`config.mk`:
```
export PLATFORM = sky130hd
export DESIGN_NAME = adma_descriptor_writer_flat
export DESIGN_NICKNAME = d
export VERILOG_FILES = /design/src/rtl/adma_descriptor_writer_if.sv /design/src/rtl/adma_descriptor_writer.sv /design/src/flat_wrapper.sv
export SDC_FILE = /design/constraint.sdc
export NUM_CORES = 1
export LEC_CHECK = 0
export ABC_AREA = 1
export BUFFER_PORTS_ARGS = -buffer_cell sky130_fd_sc_hd__buf_2
export CAP_MARGIN = 25
export CELL_PAD_IN_SITES_DETAIL_PLACEMENT = 1
export CELL_PAD_IN_SITES_GLOBAL_PLACEMENT = 2
export CORE_AREA = 5 5 347 179
export CTS_CLUSTER_DIAMETER = 100
export CTS_CLUSTER_SIZE = 10
export DETAILED_ROUTE_END_ITERATION = 8
export DIE_AREA = 0 0 352 184
export PLACE_DENSITY_LB_ADDON = 0.05
export SKIP_CTS_REPAIR_TIMING = 1
export SLEW_MARGIN = 40
export SYNTH_ARGS = -nofsm -noshare
export SYNTH_HDL_FRONTEND = slang
export SYNTH_SLANG_ARGS = --single-unit
```
`constraint.sdc`:
```
create_clock -name CLK -period 2 [get_ports CLK]
set_input_delay 0.2 -clock CLK [delete_from_list [all_inputs] [get_ports CLK]]
set_output_delay 0.2 -clock CLK [all_outputs]
set_load 0.01 [all_outputs]
```
`src/rtl/adma_descriptor_writer_if.sv`:
```
// Descriptor handshake and RAM write bus of the ADMA descriptor writer.
// The master modport is the writer; the slave modport is the descriptor source plus RAM.
interface adma_descriptor_writer_if;
  logic        desc_valid;
  logic        desc_ready;
  logic [95:0] descriptor;
  logic [63:0] ram_address;
  logic [31:0] ram_wdata;
  logic        ram_we;
  logic        ram_ack;

  modport master (
    input  desc_valid,
    input  descriptor,
    input  ram_ack,
    output desc_ready,
    output ram_address,
    output ram_wdata,
    output ram_we
  );

  modport slave (
    output desc_valid,
    output descriptor,
    output ram_ack,
    input  desc_ready,
    input  ram_address,
    input  ram_wdata,
    input  ram_we
  );
endinterface

```
`src/rtl/adma_descriptor_writer.sv`:
```
// Writes 96-bit ADMA descriptors to RAM as three consecutive 32-bit words and
// maintains the descriptor-table write pointer, descriptor count and timeout flag.
module adma_descriptor_writer #(
  parameter int TIMEOUT = 16,
  parameter int TO_W    = 5
) (
  input  logic                     CLK,
  input  logic                     RESET,
  adma_descriptor_writer_if.master bus,
  input  logic [63:0]              table_base,
  input  logic                     table_restart,
  output logic [63:0]              table_pointer,
  output logic [15:0]              desc_count,
  output logic                     write_done,
  output logic                     error
);

  typedef enum logic [5:0] {
    IDLE  = 6'b000001,
    WR_W0 = 6'b000010,
    WR_W1 = 6'b000100,
    WR_W2 = 6'b001000,
    DONE  = 6'b010000,
    ERR   = 6'b100000
  } state_t;

  localparam logic [TO_W-1:0] TO_LAST = TO_W'(TIMEOUT - 1);

  state_t          state;
  state_t          state_next;
  logic [95:0]     desc_q;
  logic [TO_W-1:0] to_count;
  logic            in_write;
  logic            timeout_hit;
  logic            accept;

  assign in_write    = (state == WR_W0) || (state == WR_W1) || (state == WR_W2);
  assign timeout_hit = in_write && !bus.ram_ack && (to_count == TO_LAST);
  assign accept      = (state == IDLE) && !table_restart && bus.desc_valid;

  always_ff @(posedge CLK) begin
    if (RESET) state <= IDLE;
    else       state <= state_next;
  end

  // Bus outputs are decoded from state and registered pointer/descriptor; reset forces them quiet at once
  always_comb begin
    state_next      = state;
    bus.desc_ready  = 1'b0;
    bus.ram_we      = 1'b0;
    bus.ram_address = '0;
    bus.ram_wdata   = '0;
    write_done      = 1'b0;
    case (state)
      IDLE: begin
        bus.desc_ready = !table_restart;
        if (accept) state_next = WR_W0;
      end
      WR_W0: begin
        bus.ram_we      = 1'b1;
        bus.ram_address = table_pointer;
        bus.ram_wdata   = desc_q[31:0];
        if (bus.ram_ack)  state_next = WR_W1;
        else if (timeout_hit) state_next = ERR;
      end
      WR_W1: begin
        bus.ram_we      = 1'b1;
        bus.ram_address = table_pointer + 64'd4;
        bus.ram_wdata   = desc_q[63:32];
        if (bus.ram_ack)  state_next = WR_W2;
        else if (timeout_hit) state_next = ERR;
      end
      WR_W2: begin
        bus.ram_we      = 1'b1;
        bus.ram_address = table_pointer + 64'd8;
        bus.ram_wdata   = desc_q[95:64];
        if (bus.ram_ack)  state_next = DONE;
        else if (timeout_hit) state_next = ERR;
      end
      DONE: begin
        write_done = 1'b1;
        state_next = IDLE;
      end
      ERR: begin
        if (table_restart) state_next = IDLE;
      end
      default: state_next = IDLE;
    endcase
    if (RESET) begin
      state_next      = IDLE;
      bus.desc_ready  = 1'b0;
      bus.ram_we      = 1'b0;
      bus.ram_address = '0;
      bus.ram_wdata   = '0;
      write_done      = 1'b0;
    end
  end

  // Pointer and count move on the last acked word so they already show the new value in DONE
  always_ff @(posedge CLK) begin
    if (RESET) begin
      table_pointer <= '0;
      desc_count    <= '0;
      error         <= 1'b0;
      desc_q        <= '0;
      to_count      <= '0;
    end else begin
      case (state)
        IDLE: begin
          to_count <= '0;
          if (table_restart) begin
            table_pointer <= table_base;
            desc_count    <= '0;
            error         <= 1'b0;
          end else if (bus.desc_valid) begin
            desc_q <= bus.descriptor;
          end
        end
        WR_W0, WR_W1, WR_W2: begin
          if (bus.ram_ack) begin
            to_count <= '0;
          end else if (timeout_hit) begin
            to_count <= '0;
            error    <= 1'b1;
          end else begin
            to_count <= to_count + 1'b1;
          end
          if ((state == WR_W2) && bus.ram_ack) begin
            table_pointer <= desc_q[1] ? table_base : (table_pointer + 64'd12);
            desc_count    <= desc_count + 16'd1;
          end
        end
        ERR: begin
          if (table_restart) begin
            table_pointer <= table_base;
            desc_count    <= '0;
            error         <= 1'b0;
          end
        end
        default: ;
      endcase
    end
  end

endmodule

```
`src/flat_wrapper.sv`:
```
// flat-port wrapper written by rule: the top's interface ports become plain ports
module adma_descriptor_writer_flat 
#(
  parameter int TIMEOUT = 16,
  parameter int TO_W    = 5
)
  (CLK, RESET, table_base, table_restart, table_pointer, desc_count, write_done, error, bus_desc_valid, bus_descriptor, bus_ram_ack, bus_desc_ready, bus_ram_address, bus_ram_wdata, bus_ram_we);
  adma_descriptor_writer_if bus_i ();
  input  logic CLK;
  input  logic RESET;
  input  logic [63:0] table_base;
  input  logic table_restart;
  output logic [63:0] table_pointer;
  output logic [15:0] desc_count;
  output logic write_done;
  output logic error;
  input wire logic [$bits(bus_i.desc_valid)-1:0] bus_desc_valid;
  input wire logic [$bits(bus_i.descriptor)-1:0] bus_descriptor;
  input wire logic [$bits(bus_i.ram_ack)-1:0] bus_ram_ack;
  output wire logic [$bits(bus_i.desc_ready)-1:0] bus_desc_ready;
  output wire logic [$bits(bus_i.ram_address)-1:0] bus_ram_address;
  output wire logic [$bits(bus_i.ram_wdata)-1:0] bus_ram_wdata;
  output wire logic [$bits(bus_i.ram_we)-1:0] bus_ram_we;
  assign bus_i.desc_valid = bus_desc_valid;
  assign bus_i.descriptor = bus_descriptor;
  assign bus_i.ram_ack = bus_ram_ack;
  assign bus_desc_ready = bus_i.desc_ready;
  assign bus_ram_address = bus_i.ram_address;
  assign bus_ram_wdata = bus_i.ram_wdata;
  assign bus_ram_we = bus_i.ram_we;
  adma_descriptor_writer #(.TIMEOUT(TIMEOUT), .TO_W(TO_W)) u_core (.CLK(CLK), .RESET(RESET), .bus(bus_i), .table_base(table_base), .table_restart(table_restart), .table_pointer(table_pointer), .desc_count(desc_count), .write_done(write_done), .error(error));
endmodule
```
# == Word level (Yosys, flattened, before mapping) ==
# Cells that the tools add are included.
# totals
regBits,188
latchBits,0
mem_bits_rw,0
romBits,0
in_bits,165
output_inout_bits,180
n_memories,0
# op_classes
n_addsub,5
multipliers,0
div,0
n_lt_le_gt_ge,0
eq_ne,13
shift,0
muxes,31
bitwise_logic,1
n_reduce_logical,17
# op_table
operator,count
2-to-1 mux 64 bit,4
one-hot mux 64 bit (3 select lines),1
adder 64 x 4 -> 64 bit (second input constant),2
one-hot mux 64 bit (2 select lines),1
one-hot mux 32 bit (3 select lines),1
adder 64 x 3 -> 64 bit (second input constant),1
2-to-1 mux 6 bit,6
2-to-1 mux 16 bit,2
2-to-1 mux 32 bit,1
one-hot mux 16 bit (2 select lines),1
one-hot mux 6 bit (5 select lines),1
adder 16 x 1 -> 16 bit (second input constant),1
2-to-1 mux 5 bit,2
one-hot mux 5 bit (2 select lines),1
2-to-1 mux 1 bit,9
!= test 2 x 1 -> 1 bit (second input constant),4
equality test 6 x 1 -> 1 bit (second input constant),1
equality test 6 x 2 -> 1 bit (second input constant),1
equality test 6 x 3 -> 1 bit (second input constant),1
equality test 6 x 4 -> 1 bit (second input constant),1
equality test 6 x 5 -> 1 bit (second input constant),1
equality test 6 bit (second input constant),1
AND reduction 3 bit,2
adder 5 x 1 -> 5 bit (second input constant),1
other kinds (12),20

# == Logic depth before layout (Yosys ltp) ==
# logic_depth
ltp_word,8
mapped_depth,14
depth_no_buf,13

# == Worst setup path before layout ==
# No wires, ideal clock.
# synth_path
path_kind,register -> output
from,register u_core.table_pointer[4]
to,output port bus_ram_address[25]
t_arrival_ps,1859
slack_ps,-59
path_stages_with_launch,11
path_cell_list,dfxtp_1 -> ha_1 -> inv_1 -> nor2_4 -> nand2_1 -> nor2_1 -> nand2_1 -> a21oi_1 -> o211ai_1 -> nand2_1 -> a21oi_1
# synth_via
elab_chain_len,3
word_cells_on_any_way,4
# synth_lines
element,line_no,text
"start, declared",adma_descriptor_writer.sv:12,"output logic [63:0] table_pointer,"
"start signal, assigned",adma_descriptor_writer.sv:112,table_pointer <= table_base;
"start signal, assigned",adma_descriptor_writer.sv:129,table_pointer <= desc_q[1] ? table_base : (table_pointer + 64'd12);
"start signal, assigned",adma_descriptor_writer.sv:135,table_pointer <= table_base;
adder 64 x 4 -> 64 bit or adder 64 x 3 -> 64 bit (tied branches),"adma_descriptor_writer.sv:75, adma_descriptor_writer.sv:68",
one-hot mux 64 bit (3 select lines) (*),adma_descriptor_writer.sv:54,case (state)
2-to-1 mux 64 bit (*),adma_descriptor_writer.sv:89,if (RESET) begin
"end, declared",flat_wrapper.sv:21,output wire logic [$bits(bus_i.ram_address)-1:0] bus_ram_address;
# Mark *: on every way between the ends. The rest lies on a longest branch, timed or not.

# == Worst setup path after layout ==
# layout_path
from,register u_core.table_pointer[4]
to,output port bus_ram_address[33]
# The elaborated chain is that of the path after synthesis.

==> results_dict.tcl <==
set metrics [dict create \
    run_status "finished with violations" \
    failed_checks "hold timing, setup timing" \
    max-vdd-ir-drop_mv 0.736 \
    clk_root_buffer_cell "sky130_fd_sc_hd__clkbuf_16" \
    fin_hold_ws_ns -0.0396 \
    period_needed_ns 2.67 \
    layout.cells.most_common "sky130_fd_sc_hd__nand2_1" \
    gpl.final_weighted_congestion 0.937 \
    seqCellArea_sq_mm 0.00391 \
    syn-instance-count 2469 \
    cts_tree "built" \
    cp_data_arrival_time_ns 2.47 \
    critical_path.endpoint "bus_ram_address[33]" \
    synthesis.area_sq_mm 0.0139 \
    chipWidth_um 352 \
    cp.buffers_inverters 2 \
    p_leak_nw 12.7 \
    distinct_cell_type_count_after_synthesis 49 \
    globalRouteTotalUtil_pct 25.3 \
    setup-violations-final 177 \
    cts_num_sinks 188 \
    global_route_wire_length_before_repair_um 123000 \
    final_count_of_hold_timing_violations 26 \
    crit_chain "ha_4 -> inv_4 -> nor2_4 -> nand2_2 -> nor2_4 -> nand2_4 -> a21oi_4 -> nand3_1 -> nor2_1 -> nor3_2 -> buf_2" \
    synth_compound_gate_area_share_pct 16.1 \
    synth.net_count 2640 \
    drt_drc_violations_left 0 \
    report.final.slew_viol_count 0 \
    multiInputGateArea_sq_mm 0.0110 \
    worst_path_most_repeated_cell "sky130_fd_sc_hd__nor2_4" \
    worstSetupPathDepth 11 \
    cts-root-to-sink-buffers 2 \
    worst_path_dominant_cell_family "simple AND/OR/NAND/NOR gates" \
    core_sq_mm 0.0586 \
    min_period_over_period_pct 133 \
    initial_drt_pass_iterations 5 \
    wl_met2_um 39800 \
    grt_start_max_net_pins 70 \
    synth_enable_flop_cells 0 \
    yosys_register_bits 188 \
    synth_top_family_by_area "simple AND/OR/NAND/NOR gates" \
    floorplan_row_count 63 \
    worst-r2r-cell-count 15 \
    crit_type "reg -> out" \
    finalWorstSetupSlack_ns -0.667 \
    number_of_max_capacitance_violations_reported 0 \
    timing.setup.tns_ns -59.99 \
    vias_in_the_first_global_route 19300 \
    synth.mux.area_fraction_pct 0 \
    final_antenna_net_count 0 \
    critical_path.endpoint_type "primary output" \
    synth_top_cell_area_share_pct 27.1 \
    timing.critical_path.required_ns 1.80 \
    synth_adder_area_share_pct 0.540 \
    grt_overflow 0 \
    critical_path_peak_fanout 4 \
    r2r-start "u_core.state[2]$_SDFFE_PP0P_" \
    clock_latency_ns 0.49 \
    io_buffers 344 \
    post_drt_via_cell_ratio 4.83 \
    fmax_mhz 375 \
    grt_antenna_before_repair 1 \
    cts_made_buffers 17 \
    timing.critical_path.slowest_stage_cell "sky130_fd_sc_hd__dfxtp_4" \
    route.vias.total 20100 \
    num-fill-cells 7446 \
    totalWireLength_um 92200 \
    yosys_warnings 0 \
    reg2reg_setup_slack_ns -0.34 \
    syn_to_layout_area_delta_pct 85.0 \
    synth_xor_xnor_area_share_pct 1.70 \
    met3_length_um 5330 \
    top_signal_layer_used "met4" \
    detailedRoute.firstIterationViolations 1376 \
    htree_num_levels 4 \
    clock_skew_ns 0.0138 \
    slew-limit-headroom_pct 61.9 \
    synth-main-ff-cell "sky130_fd_sc_hd__dfxtp_1" \
    clkSlewWorstSetupHoldPaths_ns 0.09 \
    power_mw 25.2 \
    synth_area_per_cell_sq_um 5.63 \
    die-area_sq_mm 0.0648 \
    nets 3533 \
    crit-reg2reg-capture "u_core.table_pointer[23]$_SDFFE_PP0P_" \
    worstSetupStartpoint "u_core.table_pointer[4]$_SDFFE_PP0P_" \
    power.density_mw_per_mm2 979 \
    synthArstFlopShare_pct 0 \
    routedWlPerCell_um 22.2 \
    timing.critical_path.from_type "flip-flop" \
    hpwlAfterDp_um 70100 \
    post_synth_and_or_nand_nor_area_fraction_pct 43.0 \
    post_route_cells_drive_above_1_share_pct 46.7 \
    max_stage_delay_ns 0.37 \
    synth.top_cells.by_area "sky130_fd_sc_hd__dfxtp_1, sky130_fd_sc_hd__nand2_1, sky130_fd_sc_hd__nor2_1" \
    part_of_the_yosys_area_used_for_sequential_elements_pct 27.1 \
    max_slew.worst_pin.slew_ns 0.571 \
    vertical_die_dimension_um 184 \
    unrepaired_setup_endpoints_after_global_routing "true" \
    ios 345 \
    commonest_non_fill_non_tap_cells_in_the_layout "sky130_fd_sc_hd__nand2_1, sky130_fd_sc_hd__buf_4, sky130_fd_sc_hd__nor2_1" \
    synth.largest_area_cell "sky130_fd_sc_hd__dfxtp_1" \
    floorplan.initialDensity_pct 23.7 \
    hold_class "in -> reg" \
    wl_met1_um 45900 \
]
-- tightest hold or removal path: stages --
cell	delay (ns)
sky130_fd_sc_hd__buf_2	0.07
sky130_fd_sc_hd__o21ai_0	0.07
sky130_fd_sc_hd__nor2_1	0.07
-- report_power, final --
group | total [mW] | internal [mW] | switching [mW]
clock network | 3.68 | 1.68 | 1.99
logic | 15.4 | 6.39 | 9.00
registers | 6.11 | 4.88 | 1.23
total | 25.2 | 13.0 | 12.2
-- metal layers --
metal  track usage, %  vias up
met4             5.00        0
met2             37.6      432
li1                 -     9675
met5                0        -
met1             37.5     9879
met3             5.28       70
-- sequential cells by signal (all words and copies together), names as in the netlist --
name,count
u_core.desc_q,96
u_core.error,1
u_core.desc_count,16
u_core.state,6
u_core.table_pointer,64
u_core.to_count,5
-- how the worst min path moves through the flow --
stage                                    startpoint                                    to  slack (ns)  cells after the start
floorplan                             table_base[2]  u_core.table_pointer[2]$_SDFFE_PP0P_        0.35                      2
global placement    u_core.to_count[4]$_SDFFE_PP0P_       u_core.to_count[4]$_SDFFE_PP0P_        0.43                      2
detailed placement  u_core.to_count[4]$_SDFFE_PP0P_       u_core.to_count[4]$_SDFFE_PP0P_        0.43                      2
CTS                              bus_descriptor[67]        u_core.desc_q[67]$_SDFFE_PP0P_       -0.07                      3
global route                     bus_descriptor[15]        u_core.desc_q[15]$_SDFFE_PP0P_      -0.004                      3
finish                           bus_descriptor[67]        u_core.desc_q[67]$_SDFFE_PP0P_       -0.04                      3
-- through the flow --
stage / setup slack, ns / instance area (sq um) / cells / util (%) / hold slack [ns]
3_5_place_dp: -0.512 / 20400 / 3980 / 34.8 / 0.431
2_1_floorplan: 0.0157 / 13900 / 2469 / - / 0.349
3_3_place_gp: -0.529 / 20400 / 3980 / 34.8 / 0.426
5_1_grt: -0.741 / 25700 / 4156 / 43.9 / -0.00416
6_report: -0.667 / 25700 / 4156 / 43.9 / -0.0396
4_1_cts: -1.06 / 21000 / 4012 / 35.8 / -0.0674
-- layout make-up --
type	count	share of cell area [%]
Multi-Input combinational cell	1882	42.7
Sequential cell	188	15.2
Inverter	282	4.30
Tap cell	780	3.79
Antenna cell	1	0.00973
Clock buffer	18	1.71
Clock inverter	14	0.521
Timing Repair Buffer	991	31.8
-- synth_stat cells, types with 2 or more instances --
library cell,instances
sky130_fd_sc_hd__nand3_2,3
sky130_fd_sc_hd__o21ai_2,2
sky130_fd_sc_hd__nor3_1,31
sky130_fd_sc_hd__and2_1,2
sky130_fd_sc_hd__nand3b_1,4
sky130_fd_sc_hd__buf_4,8
sky130_fd_sc_hd__o21ai_1,9
sky130_fd_sc_hd__clkbuf_1,60
sky130_fd_sc_hd__inv_2,8
sky130_fd_sc_hd__nand3_1,209
sky130_fd_sc_hd__inv_1,272
sky130_fd_sc_hd__nand4_1,24
sky130_fd_sc_hd__o21ai_0,228
sky130_fd_sc_hd__o21bai_1,2
sky130_fd_sc_hd__clkinv_1,2
sky130_fd_sc_hd__nor2_4,14
sky130_fd_sc_hd__buf_1,5
sky130_fd_sc_hd__nand2_2,12
sky130_fd_sc_hd__buf_2,39
sky130_fd_sc_hd__buf_6,3
sky130_fd_sc_hd__o211ai_1,10
sky130_fd_sc_hd__o221ai_1,2
sky130_fd_sc_hd__xor2_1,21
sky130_fd_sc_hd__clkbuf_2,2
sky130_fd_sc_hd__nor2_1,418
sky130_fd_sc_hd__xnor2_1,6
sky130_fd_sc_hd__a211oi_1,3
sky130_fd_sc_hd__ha_1,6
sky130_fd_sc_hd__a21oi_1,146
sky130_fd_sc_hd__nor3b_1,2
sky130_fd_sc_hd__dfxtp_1,188
sky130_fd_sc_hd__nor2_2,17
sky130_fd_sc_hd__nand2_1,675
sky130_fd_sc_hd__a31oi_1,18
sky130_fd_sc_hd__or2_2,4
-- logic make-up (layout without fill, tap and decap cells) --
group,Yosys count,after routing
AOI/OAI and AO/OA,427,427
xor gates and xnor gates,27,27
adders and majority gates,6,6
buffers and inverters,399,1305
other,0,1
and+or+nand+nor,1422,1422
DFF,188,188
Note: power is estimated with default switching activity, not from simulation.
